===== src/rtl/fib_demo_seq.sv =====
// fib_demo_seq: writes SEED0, SEED1, then a Fibonacci series into r0..r(NUM_REGS-1), one write per STEP_DIV cycles.
// Latency: first write pulses the cycle after the edge following start; every output is registered.
// Backpressure: pause freezes the divider and writes; define FIB_DEMO_LOOP_EN to repeat automatically after done.
module fib_demo_seq #(
   parameter int WIDTH    = 16,
   parameter int NUM_REGS = 16,
   parameter int STEP_DIV = 1,
   parameter logic [WIDTH-1:0] SEED0 = '0,
   parameter logic [WIDTH-1:0] SEED1 = WIDTH'(1)
) (
   input  logic                        clk,
   input  logic                        rst,
   input  logic                        start,
   input  logic                        pause,
   output logic [NUM_REGS-1:0]         reg_wr_en,
   output logic [$clog2(NUM_REGS)-1:0] wr_addr,
   output logic [WIDTH-1:0]            wr_data,
   output logic [4:0]                  flags,
   output logic [WIDTH-1:0]            disp_value,
   output logic                        busy,
   output logic                        done
);

   localparam int AW = $clog2(NUM_REGS);
   localparam int DW = (STEP_DIV > 1) ? $clog2(STEP_DIV) : 1;
   localparam logic [DW-1:0] DIV_RELOAD = DW'(STEP_DIV - 1);
   localparam logic [AW-1:0] LAST_IDX   = AW'(NUM_REGS - 1);

   localparam logic [2:0] S_IDLE  = 3'd0;
   localparam logic [2:0] S_INIT0 = 3'd1;
   localparam logic [2:0] S_INIT1 = 3'd2;
   localparam logic [2:0] S_RUN   = 3'd3;
   localparam logic [2:0] S_DONE  = 3'd4;

   logic [2:0]       state;
   logic [DW-1:0]    div_cnt;
   logic [AW-1:0]    idx;
   logic [WIDTH-1:0] prev;
   logic [WIDTH-1:0] prev2;

   logic             active;
   logic [WIDTH:0]   sum_ext;
   logic [WIDTH-1:0] wdata_nxt;
   logic [4:0]       add_flags;

   assign active  = (state == S_INIT0) || (state == S_INIT1) || (state == S_RUN);
   assign sum_ext = {1'b0, prev} + {1'b0, prev2};

   // prev is r[k-1] (operand a), prev2 is r[k-2] (operand b)
   always_comb begin
      add_flags    = '0;
      add_flags[4] = sum_ext[WIDTH];
      add_flags[3] = prev < prev2;
      add_flags[2] = (prev[WIDTH-1] == prev2[WIDTH-1]) && (sum_ext[WIDTH-1] != prev[WIDTH-1]);
      add_flags[1] = (sum_ext[WIDTH-1:0] == '0);
      add_flags[0] = sum_ext[WIDTH-1];
   end

   always_comb begin
      wdata_nxt = sum_ext[WIDTH-1:0];
      if (state == S_INIT0)
         wdata_nxt = SEED0;
      else if (state == S_INIT1)
         wdata_nxt = SEED1;
   end

   always_ff @(posedge clk or negedge rst) begin
      if (!rst) begin
         state      <= S_IDLE;
         div_cnt    <= '0;
         idx        <= '0;
         prev       <= '0;
         prev2      <= '0;
         reg_wr_en  <= '0;
         wr_addr    <= '0;
         wr_data    <= '0;
         flags      <= '0;
         disp_value <= '0;
         busy       <= 1'b0;
         done       <= 1'b0;
      end else begin
         reg_wr_en <= '0;
         busy      <= active;
         done      <= (state == S_DONE);
         case (state)
            S_IDLE: begin
               if (start) begin
                  state   <= S_INIT0;
                  div_cnt <= '0;
                  idx     <= '0;
               end
            end
            S_INIT0, S_INIT1, S_RUN: begin
               if (!pause) begin
                  if (div_cnt != '0) begin
                     div_cnt <= div_cnt - DW'(1);
                  end else begin
                     div_cnt    <= DIV_RELOAD;
                     reg_wr_en  <= NUM_REGS'(1) << idx;
                     wr_addr    <= idx;
                     wr_data    <= wdata_nxt;
                     disp_value <= wdata_nxt;
                     flags      <= (state == S_RUN) ? add_flags : 5'd0;
                     prev2      <= prev;
                     prev       <= wdata_nxt;
                     idx        <= idx + AW'(1);
                     if (state == S_INIT0)
                        state <= S_INIT1;
                     else if (state == S_INIT1)
                        state <= S_RUN;
                     else if (idx == LAST_IDX)
                        state <= S_DONE;
                  end
               end
            end
            S_DONE: begin
`ifdef FIB_DEMO_LOOP_EN
               // div_cnt was reloaded by the last write, so done is held STEP_DIV cycles
               if (div_cnt == '0) begin
                  state <= S_INIT0;
                  idx   <= '0;
               end else begin
                  div_cnt <= div_cnt - DW'(1);
               end
`else
               if (start) begin
                  state   <= S_INIT0;
                  div_cnt <= '0;
                  idx     <= '0;
               end
`endif
            end
            default: state <= S_IDLE;
         endcase
      end
   end

endmodule


===== config.mk =====
export PLATFORM = sky130hd
export DESIGN_NAME = fib_demo_seq
export DESIGN_NICKNAME = d
export VERILOG_FILES = /design/src/rtl/fib_demo_seq.sv
export SDC_FILE = /design/constraint.sdc
export NUM_CORES = 1
export LEC_CHECK = 0
export BUFFER_PORTS_ARGS = -buffer_cell sky130_fd_sc_hd__buf_2
export CORE_UTILIZATION = 55
export CTS_CLUSTER_DIAMETER = 60
export DETAILED_ROUTE_END_ITERATION = 16
export PLACE_DENSITY = 0.78
export SETUP_SLACK_MARGIN = 0.5
export SYNTH_ARGS = -nofsm -noshare
export SYNTH_HDL_FRONTEND = slang
export SYNTH_SLANG_ARGS = --single-unit

===== constraint.sdc =====
create_clock -name clk -period 7.9 [get_ports clk]
set_clock_uncertainty 0.1 [all_clocks]
set_input_delay 1.58 -clock clk [delete_from_list [all_inputs] [get_ports clk]]
set_output_delay 1.58 -clock clk [all_outputs]
set_load 0.005 [all_outputs]

---- Word level (Yosys, flattened, before mapping) ----
Index checks and enable logic that the tools add are counted.
word-level totals
  register bits after elaboration ......... 67
  input bits .............................. 4
operators by class
  shift-type cells ........................ 1
  $add $sub $neg .......................... 3
  bitwise logic cells ..................... 2
  $lt $le $gt $ge ......................... 1
  muxes and demuxes ....................... 21
  reduce and logical (&&, ||, !) cells .... 12
  equality and inequality tests ........... 11
operators with widths
  cell                    number
  $mux W16                5
  $mux W3                 6
  $add A16 B16 Y17        1
  $logic_not A16 Y1       1
  $lt A16 B16 Y1          1
  $shl A1 B4 Y16 const A  1
  $mux W4                 3
  $pmux W4 S2             1
  $reduce_and A4 Y1       2
  $eq A3 B2 Y1 const B    2
  $pmux W3 S2             1
  $reduce_and A3 Y1       2
  $mux W5                 1
  $add A4 B1 Y4 const B   1
  $eq A4 B4 Y1 const B    1
  $ne A2 B2 Y1 const B    2
  $ne A4 B4 Y1 const B    1
  $eq A3 B1 Y1 const B    1
  $eq A3 B3 Y1 const B    1
  $logic_not A3 Y1        1
  $mux W1                 3
  $reduce_or A3 Y1        1
  $logic_or A1 B1 Y1      2
  $ne A2 B1 Y1 const B    1
  other kinds (8)         9

---- Logic depth before layout (Yosys ltp) ----
Gate-level depths: netlist (run 1).
  depth after elaboration ................. 7
  depth in mapped cells ................... 11

---- Least setup slack after synthesis (run 1) ----
OpenSTA, ideal clock, no wires.
  path type ............................... input -> register
  start point ............................. input port pause
  end point ............................... register flags[1]
  buffers on the path ..................... 1
  arrival time ............................ 2938 ps
  cell stages on the path ................. 9
  setup slack ............................. 4771 ps
  cells stage by stage .................... and2b_1 > nand2_1 > or2_2 > clkbuf_1 > nor4b_1 > nand4_1 > nor2_1 > nand4_1 > o31ai_2
on the way
  cells in the longest elaborated chain, start to end .. 2
RTL lines
  element                             line  RTL
  start, declared                     14    input logic pause,
  $not A1 Y1 (no source line)         -
  $reduce_and A3 Y1 (no source line)  -
  end signal, assigned                103   flags <= (state == S_RUN) ? add_flags : 5'd0;
  end, declared                       18    output logic [4:0] flags,
Every way passes these cells.
A chain may end at the register's enable or synchronous reset.

---- Worst setup path in the final report (run 1) ----
Ends and elaborated chain as after synthesis.

==> results by group, run 1 <==
Finish
  • Area Growth Syn to Fin: 10.5%
  • Inserted Diodes: 0
  • Layout cell share with drive strength beyond 1: 0.215
  • Fillers: between 500 and 600
  • Sequential cell area: 1650 um^2
  • Area of the multi-input gates: about 2000 um^2
  • Post-layout nets: ~500

Setup path
  • FF-to-FF End: flags[1]
  • Reg-to-reg setup timing slack: between 4000 and 5000 ps
  • Most used cell, CP: nand4_1
  • Data arrival, critical path: around 3200 ps
  • Worst path cell trace: buf_2, and2b_1, nand2_1, or2_2, nor4b_1, nand4_1, nor2_1, nand4_1, o31ai_2
  • RR Startpoint: prev[0]
  • Reg2Reg Depth: 10
  • WS Path Type: in -> reg
  • Critical-path top delay cell: or2_2
  • Crit path launch type: input pin
  • Worst Path Max Fanout: 15
  • Critical path's largest stage delay: about 400 ps
  • CP Launch Point: pause
  • Critical Path Sink Type: flip-flop
  • Critical path required time: 8070 ps

Synth
  • Syn nets: 457
  • Yosys cell types: 62
  • Synth warn: 0
  • Sequential share of the synthesized area: 0.413
  • Syn Area/Cell: 9.67 um^2
  • Number of flops mapped to enable cells by yosys: 0
  • Synth Flop Type: dfrtp_1
  • #FFs+latches synth: 66
  • Async set-reset flop share out of synthesis: 1.00
  • Post-Syn Area: around 4000 um^2
  • Syn Inst Count: a little over 400

Route
  • Via count: just over 3,000
  • DRT antenna net count: 0
  • # DRC: 0
  • Drt total wl: 8500 um
  • DR iter-0 viols: 198
  • Vias per cell: 5.58
  • Pre-antenna DRT Iters: 5
  • Routed WL per cell: 15.3 um

Floorplan
  • I/O pins: 63
  • # rows: 30
  • Core box area: 6910 um^2
  • Die height: approximately 87 um
  • Die X: about 87 um
  • Starting density of the core: 0.579
  • Die area: 7620 um^2

Placement
  • Buffers added on ports: 62
  • HPWL Detailed: 6060 um
  • Placer congestion estimate: 0.890

Clocking
  • Post-CTS setup buffer count: 0
  • CTS tree: yes
  • CTS H-tree lvls: 3
  • Hold buffer count at CTS: 0
  • Clk slew on worst S/H paths: 80 ps
  • Worst-Skew Late Latency: ~350 ps
  • Total CTS buffers: 9
  • Post-cts sizing count: 0
  • Bufs on Longest Clock Path: 2
  • Sink Count: 66
  • Clock root buffer: clkbuf_8

STA
  • Slew Viols, Final: 0
  • Slew @ Worst Pin: 952 ps
  • Final Hold Fails: 0
  • Period utilization: 0.389
  • Setup TNS: 0 ps
  • Crit path time final: around 3000 ps
  • Fmax: about 330 MHz
  • RSZ-0062 raised after global routing: no
  • Setup Viol. Count Final: 0
  • Slew HR: 0.362

Global route
  • First-pass GRT wire length: 13,800 um
  • Largest net degree at the start of global routing: 67
  • Overflow after GRT: 0
  • GRT Overall Usage: 0.238
  • Vias in the first global route: around 2,900
  • Initial antenna violation count: 0

Flow run
  • Max-cap violations: 0

Min path
  • WHS Path Cells: 2
  • Hold path endpoint: flags[0]
  • Hold wc startpoint: flags[0]
  • Hold Crit Class: reg -> reg

Status
  • Outcome: completed

Power
  • VDD IR max: 0.000202 V
  • LEAKAGE: 0.00224 uW
  • Pwr dens: 365 nW/um^2
  • Total power: 1610 uW
## through the flow
step                       util  instance area, um^2  cells  setup slack [ps]  hold WS [ps]
after floorplan               -                 4000    414              4770           373
after global placement    0.614                 4240    540              4520           366
after detailed placement  0.614                 4240    540              4480           363
after CTS                 0.640                 4420    556              4850           392
after global routing      0.640                 4420    556              4680           412
final                     0.640                 4420    556              4830           381
## power by group
part | switching (uW) | internal (uW)
Clock | 140 | 116
Combinational | 475 | 345
Sequential | 104 | 434
Total | 720 | 895
## worst max-delay path, delay by kind of cell
family | cells | cell delay (ps)
compound gates | 1 | 180
simple gates | 7 | 1350
buf+inv | 1 | 120
## registers in the layout (all words and copies together), names as in the netlist
| signal | cells |
|---|---|
| wr_addr | 4 |
| state | 3 |
| idx | 4 |
| busy | 1 |
| done | 1 |
| prev2 | 16 |
| reg_wr_en | 16 |
| flags | 5 |
| prev | 16 |
## synth_stat cells, drive strengths merged (4+ instances only)
cell / count / area [um^2]
o21bai: 4 / 33.8
a21oi: 20 / 104
nor2: 19 / 71.3
inv: 32 / 120
buf: 22 / 171
dfrtp: 66 / 1650
xnor2: 12 / 105
ha: 38 / 475
nor3: 10 / 55.1
and2: 7 / 43.8
nand4: 4 / 25.0
a21o: 5 / 37.5
a22o: 6 / 52.6
o21a: 4 / 30.0
nand3: 5 / 25.0
nand2: 38 / 143
o211ai: 5 / 42.5
nor2b: 8 / 50.1
and3: 12 / 75.1
o21ai: 39 / 195
clkbuf: 13 / 50.0
nand2b: 7 / 51.3
## how the worst max path moves through the flow
stage / endpoint
global placement: flags[1]
finish: flags[1]
detailed placement: flags[1]
floorplan: flags[1]
global route: flags[1]
CTS: flags[1]
## cells in the final DEF, fill, tap and decap left out, drive strengths merged, types with 12 or more instances in the layout
cell,n
a21oi,20
and3,12
buf,65
dfrtp,66
ha,38
inv,33
nand2,38
nor2,19
o21ai,39
xnor2,12
## cell families after synthesis
logic type,share of synthesized area
flip-flops,0.413
multiplexers,0.00250
AO/OA/AOI/OAI,0.186
AND/OR/NAND/NOR,0.159
adder cells (fa/ha/maj),0.124
XOR/XNOR,0.0306
buffers and inverters,0.0854
## routing by layer
| metal | part of all wire | up-vias | track usage | routed length [um] |
|---|---|---|---|---|
| li1 | - | 1493 | - | - |
| met4 | 0.025 | 0 | 0.109 | 214 |
| met5 | 0 | - | 0 | 0 |
| met1 | 0.44 | 1488 | 0.310 | 3770 |
| met3 | 0.050 | 25 | 0.0569 | 423 |
| met2 | 0.48 | 97 | 0.378 | 4100 |
## layout make-up
cell class              count  share of cell area
flip-flops and latches     66               0.374
clock inverters             7              0.0125
repair buffers             65              0.0753
well taps                  96              0.0272
inverters                  32              0.0272
clock buffers               9              0.0280
multi-input cells         281               0.456
Note: power is estimated with default switching activity, not from simulation.
==> run 2: changes to the inputs <==
--- a/config.mk
+++ b/config.mk
@@ -6,10 +6,10 @@
 export NUM_CORES = 1
 export LEC_CHECK = 0
 export BUFFER_PORTS_ARGS = -buffer_cell sky130_fd_sc_hd__buf_2
-export CORE_UTILIZATION = 55
+export CORE_UTILIZATION = 52
 export CTS_CLUSTER_DIAMETER = 60
 export DETAILED_ROUTE_END_ITERATION = 16
-export PLACE_DENSITY = 0.78
+export PLACE_DENSITY = 0.77
 export SETUP_SLACK_MARGIN = 0.5
 export SYNTH_ARGS = -nofsm -noshare
 export SYNTH_HDL_FRONTEND = slang
==> constraint.sdc (replaced) <==
create_clock -name clk -period 2.5 [get_ports clk]
set_clock_uncertainty 0.1 [all_clocks]
set_input_delay 0.5 -clock clk [delete_from_list [all_inputs] [get_ports clk]]
set_output_delay 0.5 -clock clk [all_outputs]
set_load 0.005 [all_outputs]
==> run 2 against run 1 <==
Net effect: clock-buffer cell count unchanged; critical endpoint unchanged; final cell count increased by 7.6%; final area up 13%; highest routed layer unchanged; critical path type is now reg -> reg.
==> results by group, run 2 (synthesis results as in run 1) <==
Floorplan
  • Die area: 8050 um^2 (was 7620 um^2)
  • Die height: 89.7 um (was 87.3 um)
  • I/O pins: 63 (unchanged)
  • # rows: 31 (was 30)
  • Starting density of the core: 0.546 (was 0.579)
  • Die X: 89.7 um (was 87.3 um)
  • Core box area: 7330 um^2 (was 6910 um^2)

Flow run
  • Max-cap violations: 0 (unchanged)

Finish
  • Layout cell share with drive strength beyond 1: 0.357 (was 0.215)
  • Fillers: 544 (was 594)
  • Commonest non-fill, non-tap cells in the layout: dfrtp_1 (63), buf_2 (62), buf_4 (41) (was dfrtp_1 (66), buf_2 (62), nand2_1 (38), ha_1 (38), o21ai_0 (37))
  • Core Util, Final: 0.681 (was 0.640)
  • Commonest non-fill, non-tap cell in the layout: dfrtp_1 (unchanged)
  • Area of the multi-input gates: 2260 um^2 (was 2020 um^2)
  • Post-layout nets: 537 (was 498)
  • Biggest regs: prev2 x16, prev x16, reg_wr_en x16 (unchanged)
  • Sequential cell area: 1660 um^2 (was 1650 um^2)
  • Area Growth Syn to Fin: 24.8% (was 10.5%)
  • Inserted Diodes: 0 (unchanged)

Route
  • Vias per cell: 5.50 (was 5.58)
  • DRT antenna net count: 0 (unchanged)
  • # DRC: 0 (unchanged)
  • Via count: 3,287 (was 3,103)
  • Routed WL per cell: 15.4 um (was 15.3 um)
  • Pre-antenna DRT Iters: 4 (was 5)
  • Drt total wl: 9180 um (was 8500 um)
  • DR iter-0 viols: 119 (was 198)

Global route
  • Vias in the first global route: 3,254 (was 2,891)
  • Met2 usage: 0.409 (was 0.378)
  • Met3 usage: 0.0482 (was 0.0569)
  • Initial antenna violation count: 0 (unchanged)
  • Met1 Usage GRT: 0.316 (was 0.310)
  • Largest net degree at the start of global routing: 34 (was 67)
  • Overflow after GRT: 0 (unchanged)
  • Busiest grt layer: met2 (unchanged)
  • GRT Overall Usage: 0.244 (was 0.238)
  • First-pass GRT wire length: 15,800 um (was 13,800 um)

Setup path
  • Worst Path Max Fanout: 6 (was 15)
  • Critical Path Sink Type: flip-flop (unchanged)
  • Crit path launch type: flip-flop (was input pin)
  • Critical-path top delay cell: a2111oi_4 (was or2_2)
  • Reg2Reg Depth: 8 (was 10)
  • WS Path Type: reg -> reg (was in -> reg)
  • Worst path cell trace: ha_4, nor3_4, o21ai_2, a2111oi_4, o41ai_4, xnor2_1, nand4_1, o31ai_2 (was buf_2, and2b_1, nand2_1, or2_2, nor4b_1, nand4_1, nor2_1, nand4_1, o31ai_2)
  • Data arrival, critical path: 2630 ps (was 3240 ps)
  • Critical path required time: 2650 ps (was 8070 ps)
  • CP Launch Point: prev[2] (was pause)
  • Critical path's largest stage delay: 470 ps (was 400 ps)
  • FF-to-FF End: flags[1] (unchanged)
  • RR Startpoint: prev[2] (was prev[0])
  • Reg-to-reg setup timing slack: 20 ps (was 4960 ps)

Placement
  • HPWL Detailed: 6630 um (was 6060 um)
  • DP Worst Slack: -21.5 ps (was 4480 ps)
  • Buffers added on ports: 62 (unchanged)
  • Placer congestion estimate: 0.892 (was 0.890)

STA
  • Final Hold Fails: 0 (unchanged)
  • Slew Viols, Final: 0 (unchanged)
  • Slew @ Worst Pin: 639 ps (was 952 ps)
  • Setup Viol. Count Final: 0 (unchanged)
  • RSZ-0062 raised after global routing: yes (was no)
  • Slew HR: 0.574 (was 0.362)
  • Crit path time final: around 2500 ps
  • Period utilization: 0.993
  • Fin worst setup slack: 17.1 ps (was 4830 ps)
  • Fmax: 403 MHz

Power
  • Pwr dens: 1220 nW/um^2 (was 365 nW/um^2)
  • VDD IR max: 0.000631 V (was 0.000202 V)
  • LEAKAGE: 0.00251 uW (was 0.00224 uW)

Clocking
  • Sink Count: 66 (unchanged)
  • CTS H-tree lvls: 3 (unchanged)
  • Total CTS buffers: 9 (unchanged)
  • CTS tree: yes (unchanged)
  • Bufs on Longest Clock Path: 2 (unchanged)
  • Clk slew on worst S/H paths: 80 ps (about the same)
  • Clock root buffer: clkbuf_8 (unchanged)
  • Worst-Skew Late Latency: 340 ps (was 350 ps)

Min path
  • Hold Crit Class: in -> async (was reg -> reg)

Status
  • Outcome: completed (unchanged)
-- run 2: cell type report --
| class | instances | share of cell area |
|---|---|---|
| clock buffer | 9 | 0.0248 |
| clock inverter | 7 | 0.0155 |
| inverter | 32 | 0.0241 |
| multi-input combinational | 281 | 0.453 |
| sequential | 66 | 0.332 |
| tap | 99 | 0.0248 |
| timing repair buffer | 104 | 0.126 |
-- run 2: timing repair --
action | 4_1_cts | 5_1_grt
setup endpoints to repair | 15 | 15
resized for setup | 26 | 15
hold buffers | 0 | 0
buffers inserted | 7 | 6
endpoints found under the hold margin | 0 | 0
pin swaps | 15 | 17
-- run 2: where the power goes --
| group | internal [uW] | total (uW) | switching (uW) |
|---|---|---|---|
| Sequential | 1380 | 1640 | 267 |
| Combinational | 1670 | 3530 | 1860 |
| Clock | 467 | 909 | 442 |
-- run 2: metrics by stage --
step | setup TNS, ps | total power, uW | hold slack, ps | instances | area [um^2]
after CTS | 0 | 5850 | 76.3 | 592 | 4890
after global routing | -191 | 6560 | 113 | 598 | 4990
after floorplan | 0 | 3820 | 104 | 414 | 4100
after detailed placement | -21.5 | 4670 | 371 | 569 | 4530
after global placement | 0 | 4590 | 361 | 569 | 4530
final | 0 | 6080 | 71.3 | 598 | 4990
-- run 2: layer usage --
layer | share of wire | vias up
met4 | 0.020 | 0
met3 | 0.042 | 17
met5 | 0 | -
li1 | - | 1568
met2 | 0.49 | 99
met1 | 0.45 | 1603
-- run 2: worst max-delay path by stage --
stage,to,slack (ps)
after CTS,flags[1],50
final,flags[1],20
after global placement,flags[1],20
after detailed placement,flags[1],-20
after global routing,flags[1],-80
after floorplan,flags[2],120
-- run 2: critical path, delay by kind of cell (launching register included) --
family | cells | cell delay (ps)
AOI/OAI and AO/OA | 4 | 950
DFF | 1 | 450
and+or+nand+nor | 2 | 330
adders and majority gates | 1 | 280
xor gates and xnor gates | 1 | 280
==> run 3: changes to the inputs <==
--- a/config.mk
+++ b/config.mk
@@ -9,7 +9,7 @@
 export CORE_UTILIZATION = 52
 export CTS_CLUSTER_DIAMETER = 60
 export DETAILED_ROUTE_END_ITERATION = 16
-export PLACE_DENSITY = 0.77
+export PLACE_DENSITY = 0.88
 export SETUP_SLACK_MARGIN = 0.5
 export SYNTH_ARGS = -nofsm -noshare
 export SYNTH_HDL_FRONTEND = slang
==> run 3 against run 2 <==
Net effect: the run now ends with setup timing left; combinational power is 14% higher; wire length is 30% higher; final area is 5.2% higher; worst setup slack worse by 130 ps; clock-buffer cell count stayed put; global-route usage is 1.6 points higher; sequential cell count stayed put; final cell count is 0.84% higher; via count is 11% higher.
==> results by group, run 3 (synthesis results as in run 1) <==
Status
  • Outcome: finished with violations (was completed)
  • Failing checks: setup timing

Finish
  • Post-layout nets: 542 (was 537)
  • Layout cell share with drive strength beyond 1: 0.409 (was 0.357)
  • Fillers: 455 (was 544)
  • Sequential cell area: 1660 um^2 (about the same)
  • Area of the multi-input gates: 2450 um^2 (was 2260 um^2)
  • Commonest non-fill, non-tap cells in the layout: dfrtp_1 (62), buf_2 (62), buf_4 (41) (was dfrtp_1 (63), buf_2 (62), buf_4 (41))
  • Area Growth Syn to Fin: 31.3% (was 24.8%)
  • Fin area: 5250 um^2 (was 4990 um^2)
  • Inserted Diodes: 0 (unchanged)
  • Final Instance Count excl. Fillers: 603 (was 598)
  • Biggest regs: prev2 x16, prev x16, reg_wr_en x16 (unchanged)

STA
  • Crit path time final: 2620 ps (was 2480 ps)
  • Slew HR: 0.515 (was 0.574)
  • RSZ-0062 raised after global routing: yes (unchanged)
  • Fmax: 382 MHz (was 403 MHz)
  • Fin worst setup slack: -116 ps (was 17.1 ps)
  • Period utilization: 1.05 (was 0.993)
  • Final Hold Fails: 0 (unchanged)
  • Setup Viol. Count Final: 5 (was 0)
  • Slew Viols, Final: 0 (unchanged)
  • Setup TNS: -241 ps (was 0 ps)
  • Slew @ Worst Pin: 725 ps (was 639 ps)

Clocking
  • Sink Count: 66 (unchanged)
  • CTS H-tree lvls: 3 (unchanged)
  • Clock root buffer: clkbuf_8 (unchanged)
  • Worst-Skew Late Latency: 370 ps (was 340 ps)
  • Hold buffer count at CTS: 0 (unchanged)
  • CTS tree: yes (unchanged)
  • Total CTS buffers: 9 (unchanged)
  • Bufs on Longest Clock Path: 2 (unchanged)
  • Clk slew on worst S/H paths: 90 ps (was 80 ps)

Setup path
  • CP endpoint: flags[1] (unchanged)
  • Worst path cell trace: ha_4, buf_4, a221oi_4, o21bai_4, a211oi_4, nor2_4, and4_1, nor3_1, o31ai_2 (was ha_4, nor3_4, o21ai_2, a2111oi_4, o41ai_4, xnor2_1, nand4_1, o31ai_2)
  • Critical path required time: 2660 ps (was 2650 ps)
  • Worst Path Max Fanout: 6 (unchanged)
  • Reg-to-reg setup timing slack: -120 ps (was 20 ps)
  • Critical-path top delay cell: dfrtp_1 (was a2111oi_4)
  • Data arrival, critical path: 2780 ps (was 2630 ps)
  • Crit path launch type: flip-flop (unchanged)
  • RR Startpoint: prev[3] (was prev[2])
  • Reg2Reg Depth: 9 (was 8)
  • Critical path's largest stage delay: 430 ps (was 470 ps)
  • WS Path Type: reg -> reg (unchanged)
  • Critical Path Sink Type: flip-flop (unchanged)
  • FF-to-FF End: flags[1] (unchanged)
  • CP Launch Point: prev[3] (was prev[2])

Floorplan
  • I/O pins: 63 (unchanged)
  • Starting density of the core: 0.546 (unchanged)
  • Core box area: 7330 um^2 (unchanged)
  • Die X: 89.7 um (unchanged)
  • Die area: 8050 um^2 (unchanged)
  • # rows: 31 (unchanged)
  • Die height: 89.7 um (unchanged)

Route
  • Met3 Wirelength: 1050 um (was 383 um)
  • Vias per cell: 6.08 (was 5.50)
  • # DRC: 0 (unchanged)
  • Routed WL per cell: 19.9 um (was 15.4 um)
  • Max Used Layer: met4 (unchanged)
  • Pre-antenna DRT Iters: 5 (was 4)
  • DR iter-0 viols: 359 (was 119)
  • Via count: 3,665 (was 3,287)
  • Met2 wire len: 5720 um (was 4490 um)
  • DRT antenna net count: 0 (unchanged)
  • Wl on met1: 4490 um (was 4130 um)
  • Drt total wl: 12,000 um (was 9180 um)

Global route
  • Largest net degree at the start of global routing: 46 (was 34)
  • Initial antenna violation count: 0 (unchanged)
  • Vias in the first global route: 3,403 (was 3,254)
  • First-pass GRT wire length: 16,500 um (was 15,800 um)
  • GRT Overall Usage: 0.260 (was 0.244)
  • Overflow after GRT: 0 (unchanged)

Power
  • Total power: 6660 uW (was 6080 uW)
  • LEAKAGE: 0.00261 uW (was 0.00251 uW)
  • Pwr dens: 1270 nW/um^2 (was 1220 nW/um^2)
  • VDD IR max: 0.000739 V (was 0.000631 V)

Placement
  • HPWL Detailed: 6630 um (about the same)
  • Placer congestion estimate: 0.935 (was 0.892)
  • Placed cells: 561 (was 569)
  • Buffers added on ports: 62 (unchanged)
  • DP Worst Slack: -99.8 ps (was -21.5 ps)
  • Post-place instance area: 4490 um^2 (was 4530 um^2)

Flow run
  • Max-cap violations: 0 (unchanged)

Min path
  • Hold Crit Class: in -> async (unchanged)
run 3: changes by cell type in the layout (fill, tap and decap cells not counted), sizes merged:
cell,delta
buf,+5
clkinvlp,+1
clkinv,-2
inv,+1
run 3: area by class of cell:
| cell class | instances | area share |
|---|---|---|
| flip-flops and latches | 66 | 0.315 |
| clock buffers | 9 | 0.0236 |
| clock inverters | 7 | 0.0145 |
| inverters | 32 | 0.0229 |
| well taps | 99 | 0.0236 |
| repair buffers | 109 | 0.134 |
| multi-input cells | 281 | 0.466 |
run 3: report_power, final:
group,switching (uW),internal (uW)
clock,467,467
combinational,2190,1850
sequential,314,1380
total,2970,3690
run 3: routing by layer:
metal,track usage,up-vias
li1,-,1583
met1,0.300,1733
met2,0.437,267
met3,0.0770,82
met4,0.137,0
met5,0,-
run 3: critical path, delay by kind of cell, from the launching register on:
family,cells,cell delay [ps]
compound gates,4,910
simple gates,3,620
flops,1,430
fa+ha+maj,1,290
buf+inv,1,160
run 3: worst min-delay path by stage:
| stage | from | end | slack, ps | depth (start not counted) |
|---|---|---|---|---|
| 6_report | rst | prev[3] | 20 | 1 |
| 5_1_grt | rst | prev2[9] | 50 | 1 |
| 4_1_cts | rst | flags[1] | 20 | 1 |
| 3_5_place_dp | wr_addr[3] | wr_addr[3] | 370 | 1 |
| 3_3_place_gp | wr_addr[3] | wr_addr[3] | 360 | 1 |
| 2_1_floorplan | rst | busy | 100 | 0 |
run 3: what timing repair did:
action	4_1_cts	5_1_grt
endpoints found under the hold margin	0	0
resized for setup	28	56
endpoints found under the setup margin	15	15
buffers inserted	12	14
pin swaps	22	29
gates cloned	0	0
run 3: through the flow:
step | util | hold WS, ps
floorplan | - | 104
global placement | 0.613 | 358
detailed placement | 0.613 | 368
CTS | 0.667 | 19.0
global route | 0.717 | 52.0
finish | 0.717 | 20.4
